File: src/rtl/breath_envelope_if.sv
`default_nettype none
// +-----------------------------------------------------------------+
// | breath_envelope_if : control/status bundle of breath_envelope   |
// | Rev 1.0                                                         |
// +-----------------------------------------------------------------+
interface breath_envelope_if #(
  parameter int DUTY_W = 10
);
  logic              enable;
  logic              key_n;
  logic [DUTY_W-1:0] duty;
  logic              period_start;
  logic [2:0]        state;
  logic [1:0]        speed;
  logic              key_evt;

  modport master (
    output enable, key_n,
    input  duty, period_start, state, speed, key_evt
  );

  modport slave (
    input  enable, key_n,
    output duty, period_start, state, speed, key_evt
  );
endinterface
`default_nettype wire

File: src/rtl/breath_envelope.sv
`default_nettype none
// +-----------------------------------------------------------------+
// | breath_envelope : PWM period strobe + ramp/hold duty envelope,  |
// |                   debounced key cycles the ramp speed           |
// | Rev 1.0                                                         |
// +-----------------------------------------------------------------+
module breath_envelope #(
  parameter int CLK_PER_US   = 50,
  parameter int PERIOD_US    = 1000,
  parameter int DUTY_W       = 10,
  parameter int HOLD_PERIODS = 200,
  parameter int DEBOUNCE_CYC = 1000000
) (
  input  logic             clk,
  input  logic             rst_n,
  breath_envelope_if.slave bus
);

  localparam int c_pre_w  = (CLK_PER_US   > 1) ? $clog2(CLK_PER_US)   : 1;
  localparam int c_us_w   = (PERIOD_US    > 1) ? $clog2(PERIOD_US)    : 1;
  localparam int c_hold_w = (HOLD_PERIODS > 1) ? $clog2(HOLD_PERIODS) : 1;
  localparam int c_db_w   = (DEBOUNCE_CYC > 1) ? $clog2(DEBOUNCE_CYC) : 1;
  localparam int c_ext_w  = DUTY_W + 1;

  localparam logic [c_pre_w-1:0]  c_pre_last = c_pre_w'(CLK_PER_US - 1);
  localparam logic [c_us_w-1:0]   c_us_last  = c_us_w'(PERIOD_US - 1);
  localparam logic [c_hold_w-1:0] c_hold_last = c_hold_w'(HOLD_PERIODS - 1);
  localparam logic [c_db_w-1:0]   c_db_last  = c_db_w'(DEBOUNCE_CYC - 1);
  localparam logic [DUTY_W-1:0]   c_level_max = DUTY_W'(PERIOD_US - 1);
  localparam logic [c_ext_w-1:0]  c_level_ext = c_ext_w'(PERIOD_US - 1);

  typedef enum logic [2:0] {
    S_IDLE    = 3'd0,
    S_UP      = 3'd1,
    S_HOLD_HI = 3'd2,
    S_DOWN    = 3'd3,
    S_HOLD_LO = 3'd4
  } state_t;

  logic [c_pre_w-1:0]  r_pre;
  logic [c_us_w-1:0]   r_us;
  logic                r_period_start;
  logic                w_tick;
  logic                w_boundary;

  state_t              r_state, w_state_nxt;
  logic [DUTY_W-1:0]   r_duty, w_duty_nxt;
  logic [c_hold_w-1:0] r_hold, w_hold_nxt;
  logic [c_ext_w-1:0]  w_step;
  logic [c_ext_w-1:0]  w_sum;

  logic [1:0]          r_sync;
  logic                r_key_db;
  logic [c_db_w-1:0]   r_db_cnt;
  logic                r_key_evt;
  logic [1:0]          r_speed;
  logic                w_key_diff;
  logic                w_db_done;

  assign w_tick     = bus.enable && (r_pre == c_pre_last);
  assign w_boundary = w_tick && (r_us == c_us_last);

  always_ff @(posedge clk or negedge rst_n) begin
    if (!rst_n) begin
      r_pre          <= '0;
      r_us           <= '0;
      r_period_start <= 1'b0;
    end else if (!bus.enable) begin
      r_pre          <= '0;
      r_us           <= '0;
      r_period_start <= 1'b0;
    end else begin
      r_period_start <= w_boundary;
      if (w_tick) begin
        r_pre <= '0;
        r_us  <= (r_us == c_us_last) ? '0 : r_us + 1'b1;
      end else begin
        r_pre <= r_pre + 1'b1;
      end
    end
  end

  // Extra headroom bit keeps the saturation compares free of wrap-around.
  assign w_step = c_ext_w'(1) << r_speed;
  assign w_sum  = {1'b0, r_duty} + w_step;

  always_ff @(posedge clk or negedge rst_n) begin
    if (!rst_n) begin
      r_state <= S_IDLE;
      r_duty  <= '0;
      r_hold  <= '0;
    end else begin
      r_state <= w_state_nxt;
      r_duty  <= w_duty_nxt;
      r_hold  <= w_hold_nxt;
    end
  end

  always_comb begin
    w_state_nxt = r_state;
    w_duty_nxt  = r_duty;
    w_hold_nxt  = r_hold;
    if (!bus.enable) begin
      w_state_nxt = S_IDLE;
      w_duty_nxt  = '0;
      w_hold_nxt  = '0;
    end else begin
      case (r_state)
        S_IDLE: w_state_nxt = S_UP;
        S_UP: if (w_boundary) begin
          if (w_sum >= c_level_ext) begin
            w_duty_nxt  = c_level_max;
            w_hold_nxt  = '0;
            w_state_nxt = (HOLD_PERIODS == 0) ? S_DOWN : S_HOLD_HI;
          end else begin
            w_duty_nxt = w_sum[DUTY_W-1:0];
          end
        end
        S_HOLD_HI, S_HOLD_LO: if (w_boundary) begin
          if (r_hold == c_hold_last) begin
            w_hold_nxt  = '0;
            w_state_nxt = (r_state == S_HOLD_HI) ? S_DOWN : S_UP;
          end else begin
            w_hold_nxt = r_hold + 1'b1;
          end
        end
        S_DOWN: if (w_boundary) begin
          if ({1'b0, r_duty} <= w_step) begin
            w_duty_nxt  = '0;
            w_hold_nxt  = '0;
            w_state_nxt = (HOLD_PERIODS == 0) ? S_UP : S_HOLD_LO;
          end else begin
            w_duty_nxt = r_duty - w_step[DUTY_W-1:0];
          end
        end
        default: w_state_nxt = S_IDLE;
      endcase
    end
  end

  // Counter measures how long the synchronized key has disagreed with the debounced level.
  assign w_key_diff = (r_sync[1] != r_key_db);
  assign w_db_done  = w_key_diff && (r_db_cnt == c_db_last);

  always_ff @(posedge clk or negedge rst_n) begin
    if (!rst_n) begin
      r_sync    <= 2'b11;
      r_key_db  <= 1'b1;
      r_db_cnt  <= '0;
      r_key_evt <= 1'b0;
      r_speed   <= 2'd0;
    end else begin
      r_sync    <= {r_sync[0], bus.key_n};
      r_key_evt <= w_db_done && !r_sync[1];
      if (!w_key_diff) begin
        r_db_cnt <= '0;
      end else if (w_db_done) begin
        r_db_cnt <= '0;
        r_key_db <= r_sync[1];
      end else begin
        r_db_cnt <= r_db_cnt + 1'b1;
      end
      if (w_db_done && !r_sync[1]) begin
        r_speed <= r_speed + 2'd1;
      end
    end
  end

  assign bus.duty         = r_duty;
  assign bus.period_start = r_period_start;
  assign bus.state        = r_state;
  assign bus.speed        = r_speed;
  assign bus.key_evt      = r_key_evt;

endmodule
`default_nettype wire

File: src/flat_wrapper.sv
// flat-port wrapper written by rule: the top's interface ports become plain ports
module breath_envelope_flat 
#(
  parameter int CLK_PER_US   = 50,
  parameter int PERIOD_US    = 1000,
  parameter int DUTY_W       = 10,
  parameter int HOLD_PERIODS = 200,
  parameter int DEBOUNCE_CYC = 1000000
)
  (clk, rst_n, bus_enable, bus_key_n, bus_duty, bus_period_start, bus_state, bus_speed, bus_key_evt);
  breath_envelope_if #(.DUTY_W(DUTY_W)) bus_i ();
  input  logic clk;
  input  logic rst_n;
  input wire logic [$bits(bus_i.enable)-1:0] bus_enable;
  input wire logic [$bits(bus_i.key_n)-1:0] bus_key_n;
  output wire logic [$bits(bus_i.duty)-1:0] bus_duty;
  output wire logic [$bits(bus_i.period_start)-1:0] bus_period_start;
  output wire logic [$bits(bus_i.state)-1:0] bus_state;
  output wire logic [$bits(bus_i.speed)-1:0] bus_speed;
  output wire logic [$bits(bus_i.key_evt)-1:0] bus_key_evt;
  assign bus_i.enable = bus_enable;
  assign bus_i.key_n = bus_key_n;
  assign bus_duty = bus_i.duty;
  assign bus_period_start = bus_i.period_start;
  assign bus_state = bus_i.state;
  assign bus_speed = bus_i.speed;
  assign bus_key_evt = bus_i.key_evt;
  breath_envelope #(.CLK_PER_US(CLK_PER_US), .PERIOD_US(PERIOD_US), .DUTY_W(DUTY_W), .HOLD_PERIODS(HOLD_PERIODS), .DEBOUNCE_CYC(DEBOUNCE_CYC)) u_core (.clk(clk), .rst_n(rst_n), .bus(bus_i));
endmodule
File: config.mk
export PLATFORM = sky130hd
export DESIGN_NAME = breath_envelope_flat
export DESIGN_NICKNAME = d
export VERILOG_FILES = /design/src/rtl/breath_envelope_if.sv /design/src/rtl/breath_envelope.sv /design/src/flat_wrapper.sv
export SDC_FILE = /design/constraint.sdc
export NUM_CORES = 1
export LEC_CHECK = 0
export ABC_AREA = 1
export BUFFER_PORTS_ARGS = -buffer_cell sky130_fd_sc_hd__clkbuf_2
export CAP_MARGIN = 20
export CORE_MARGIN = 5
export CORE_UTILIZATION = 50
export CTS_CLUSTER_DIAMETER = 80
export CTS_CLUSTER_SIZE = 30
export DETAILED_ROUTE_END_ITERATION = 7
export MAX_ROUTING_LAYER = met4
export PLACE_DENSITY = 0.71
export SLEW_MARGIN = 20
export SYNTH_ARGS = -nofsm -noshare
export SYNTH_HDL_FRONTEND = slang
export SYNTH_SLANG_ARGS = --single-unit
File: constraint.sdc
create_clock -name clk -period 3.1 [get_ports clk]
set_input_delay 0.155 -clock clk [delete_from_list [all_inputs] [get_ports clk]]
set_output_delay 0.155 -clock clk [all_outputs]
set_load 0.01 [all_outputs]
### After elaboration in Yosys (flattened, before gate mapping)

Index checks and enable logic that the tools add are counted.
Widths: inputs -> output; s select.

* $add $sub $neg: 7
* shifts and indexed selects: 1
* $lt $le $gt $ge: 2
* equal/unequal tests: 18
* reductions and logical operators: 11
* multiplexer cells: 31

Operators by type and width (count)
* $mux 10: 8
* $mux 8: 7
* $mux 20: 2
* $pmux 8 s3: 1
* $mux 3: 7
* $add 20x1->20 const B: 1
* $eq 20x20->1 const B: 1
* $pmux 10 s2: 1
* $ne 3x2->1 const B: 6
* $mux 6: 2
* $pmux 3 s4: 1
* $reduce_and 6->1: 2
* $add 10x11->11: 1
* $ge 11x10->1 const B: 1
* $le 10x11->1: 1
* $shl 1x2->11 const A: 1
* $add 10x1->10 const B: 1
* $eq 10x10->1 const B: 1
* $sub 10x10->10: 1
* $add 8x1->8 const B: 1
* $eq 8x8->1 const B: 1
* $add 6x1->6 const B: 1
* $eq 3x2->1 const B: 2
* $eq 6x6->1 const B: 1
* 15 further kinds: 18

* word-level logic and storage cells: 81
* input bits: 4
* bits in registers: 64
* output and inout port bits: 17

### Longest topological paths before layout

* word-level depth: 7
* depth in mapped cells: 21
* mapped depth without buffers: 20

### Least setup slack after synthesis

Ideal clock, no wire load.

* kind: register to register
* from: reg u_core.r_speed[0], in the netlist u_core.bus.speed[0]
* to: reg u_core.r_hold[0]
* clock period less this slack: 2.460 ns
* path slack: 0.640 ns
* required time: 2.983 ns
* arrival time: 2.343 ns
* cell stages (with the launch flop): 19
* library setup time: 0.117 ns
* path buffers: 1
* path through: dfrtp_1 inv_1 ha_1 ha_1 inv_1 fa_1 inv_1 nand2_1 nand2_2 nand3_1 nand2_1 clkinv_1 nand2_1 nor2_2 nand3_4 nand3_4 buf_8 nand4_1 nand2_1

* cells in the longest elaborated chain, start to end: 5
* elaborated cells on any way between the ends: 7
* those cells by class: add/sub (1); order compare (2); eq/ne (2); shift (1); reduce/logical (1)

RTL lines
* from (decl): RTL line breath_envelope.sv:56 `logic [1:0] r_speed;`
* from (signal assigned): RTL line breath_envelope.sv:164 `r_speed <= r_speed + 2'd1;`
* $shl 1x2->11 *: RTL line breath_envelope.sv:84 `assign w_step = c_ext_w'(1) << r_speed;`
* $add 10x11->11: RTL line breath_envelope.sv:85 `assign w_sum = {1'b0, r_duty} + w_step;`
* $ge 11x10->1: RTL line breath_envelope.sv:111 `if (w_sum >= c_level_ext) begin`
* $ne 3x2->1 (no source line)
* $reduce_and 6->1 (no source line) *
* to (signal assigned): RTL line breath_envelope.sv:95 `r_hold <= w_hold_nxt;`
* to (decl): RTL line breath_envelope.sv:48 `logic [c_hold_w-1:0] r_hold, w_hold_nxt;`

Every way passes the cells marked *; elsewhere a longest branch is shown, timed or not.
A chain may end at the register's enable or synchronous reset.

### Worst setup path after layout

* from: reg u_core.r_speed[0], in the netlist u_core.bus.speed[0]
* to: reg u_core.r_hold[6]

Same word-level chain as after synthesis.

==> metrics.md <==
| Metric | Value |
|---|---|
| Synth Instances | `560` |
| Critical path required time | `3.32 ns` |
| Initial antenna violation count | `0` |
| Failing checks | `hold timing` |
| RSZ-0062 raised after global routing | `false` |
| Post-route cell area | `4590 um2` |
| Post-route insts no fill | `695` |
| PD cells | `426 nW/um2` |
| Vias in the first global route | `3530` |
| Drt first pass iters | `5` |
| Hold Crit Class | `primary input to asynchronous set/reset pin` |
| Yosys top cell by area | `dfrtp_1` |
| Total GRT Usage | `19.5%` |
| Hold Violations, Final | `6` |
| Most common cell in the netlist | `nand2_1` |
| CTS tree | `done` |
| GRT Residual Overflow | `0` |
| Post-Syn Area per Cell | `7.50 um2` |
| Worst slack, placed | `0.359 ns` |
| Least-Margin Pin Slew | `0.803 ns` |
| Max cap viols | `0` |
| Status | `complete, but fails checks` |
| Cell area after synthesis | `4200 um2` |
| Crit-path max FO | `14` |
| Startpoint Class | `register` |
| Async SR Flop Fraction | `100%` |
| DR iter-0 viols | `184` |
| Sum of negative setup slack | `0 ns` |
| Core area | `8220 um2` |
| Total routed wirelength | `9010 um` |
| FMAX | `0.365 GHz` |
| Top cell type's share of synthesized area | `36.4%` |
| Number of flops mapped to enable cells by yosys | `0` |
| Number of H-tree levels | `3` |
| Chip width | `102 um` |
| DRC viols | `0` |
| Final setup fails | `0` |
| Layout cells sized above 1 | `12.0%` |
| Synth Register Bits | `64` |
| Synth cell types | `44` |
| First-pass GRT wire length | `15800 um` |
| Crit end category | `register` |
| Dpl cells | `678` |
| Port Buffers | `20` |
| Die Area | `10300 um2` |
| Area Growth Syn to Fin | `9.24%` |
| Critical Path AT | `2.96 ns` |
| Final slew viol count | `0` |
| Initial core utilization | `51.1%` |
| Peak supply drop | `0.311 mV` |
| Post-DP Area | `4380 um2` |
| Cts bufs inserted | `9` |
| Post-CTS Resized | `0` |
| Clock root cell | `clkbuf_8` |
| Final Hold Slack | `-0.00572 ns` |
| Slew headroom | `46.5%` |
| Lkg Pwr | `2.25 nW` |
| Placer Congestion | `0.949` |
| Wire per inst | `13.0 um` |
| Number of antenna diodes | `0` |
| PnR worst setup slack | `0.360 ns` |
| Die Span Y | `102 um` |
| Via Count | `3687` |
| Seq/Total Area, Yosys | `38.2%` |
| Final net count | `609` |
| Fin util | `55.8%` |
| Predominant post-synthesis flop cell | `dfrtp_1` |
| CTS Hold Bufs | `1` |
| Cell Rows | `33` |
| Syn nets | `584` |
| DP HPWL | `6770 um` |
| Setup Skew | `0.0119 ns` |
| ANT nets after route | `0` |
| Synth Warn # | `0` |
| Commonest cells post-synth | `nand2_1, inv_1, nor2_1` |
| Tmin final | `2.74 ns` |
| Ports | `21` |
| Clock Latency Late Sink | `0.34 ns` |
| Area contributors post-synth | `dfrtp_1, nand2_1, inv_1, nor2_1, ha_1` |
| Clock Pin Slew Worst Setup and Hold Paths | `0.08 ns` |
| CP Class | `register to register` |
| Final period util | `88.4%` |
| Total power draw | `1.95 mW` |
| Largest net degree at the start of global routing | `65` |
| Via-to-Cell Ratio | `5.31` |
| Clock sink total | `64` |
| Clk buf depth | `2` |
| Post-CTS Setup Repair Bufs | `0` |
-- registers in the layout (all words and copies together) (netlist names) --
register / cells
u_core.bus.state: 3
u_core.bus.period_start: 1
u_core.bus.key_evt: 1
u_core.r_sync: 2
u_core.r_hold: 8
u_core.bus.speed: 2
u_core.r_us: 10
u_core.r_db_cnt: 20
u_core.bus.duty: 10
u_core.r_key_db: 1
u_core.r_pre: 6
-- area by class of cell --
cell class	count	area (um2)
Inverter	76	285
Clock inverter	7	71.3
Fill cell	784	3630
Timing Repair Buffer	22	118
Multi-Input combinational cell	412	2250
Clock buffer	9	124
Sequential cell	64	1610
Tap cell	105	131
-- cell families (layout without fill, tap and decap cells) --
group / after synthesis / after routing / share of synthesized area (%)
compound gates: 52 / 52 / 7.21
xor+xnor: 21 / 21 / 4.83
fa+ha+maj: 20 / 20 / 6.32
buf+inv: 84 / 114 / 8.14
flops: 64 / 64 / 38.2
mux: 1 / 1 / 0.238
simple gates: 318 / 318 / 35.0
-- placed cells by master (no fill, tap or decap), types with 15 or more instances in the layout --
master    synthesis  layout
a21oi_1          19      19
clkbuf_2          0      20
dfrtp_1          61      61
ha_1             18      18
inv_1            65      65
nand2_1         137     137
nand3_1          36      36
nand4_1          24      24
nor2_1           64      64
nor3_1           23      23
o21ai_0          15      15
xor2_1           17      17
-- routing by layer --
layer / vias up / GRT usage [%] / share of wire (%)
li1: 1883 / - / -
met1: 1696 / 24.6 / 45
met2: 91 / 31.1 / 48
met3: 17 / 3.51 / 4.3
met4: 0 / 7.46 / 2.6
met5: - / - / 0
-- critical path, stage by stage, from the launching register on --
cell     delay, ns
dfrtp_1       0.41
inv_1         0.12
ha_1          0.21
ha_1          0.22
inv_1         0.07
fa_1          0.40
inv_1         0.09
nand2_1       0.08
nand2_2       0.10
nand2_1       0.05
nand2_1       0.06
nand2_1       0.07
nor2_2        0.15
nand3_4       0.13
nand3_4       0.17
nand3_4       0.14
nand2_1       0.10
nand2_1       0.06
-- final timing paths --
path | from | end | slack, ns | depth (start not counted)
worst max register to register | u_core.bus.speed[0]$_DFFE_PN0P_ | u_core.r_hold[6]$_DFFE_PN0P_ | 0.36 | 17
min in group clk | bus_enable | u_core.bus.state[0]$_DFFE_PN0P_ | 0.30 | 5
worst min register to register | u_core.r_sync[0]$_DFF_PN1_ | u_core.r_sync[1]$_DFF_PN1_ | 0.36 | 0
worst max-delay path | u_core.bus.speed[0]$_DFFE_PN0P_ | u_core.r_hold[6]$_DFFE_PN0P_ | 0.36 | 17
worst min-delay path | rst_n | u_core.bus.duty[6]$_DFFE_PN0P_ | -0.006 | 2
max in group asynchronous | rst_n | u_core.r_db_cnt[4]$_DFF_PN0_ | 2.58 | 2
-- power by group --
| part | switching [mW] | internal, mW | leakage (nW) |
|---|---|---|---|
| sequential | 0.0460 | 0.864 | 0.875 |
| combinational | 0.235 | 0.101 | 1.29 |
| clock | 0.336 | 0.371 | 0.0916 |
No activity file was read; power rests on OpenSTA's default activity.
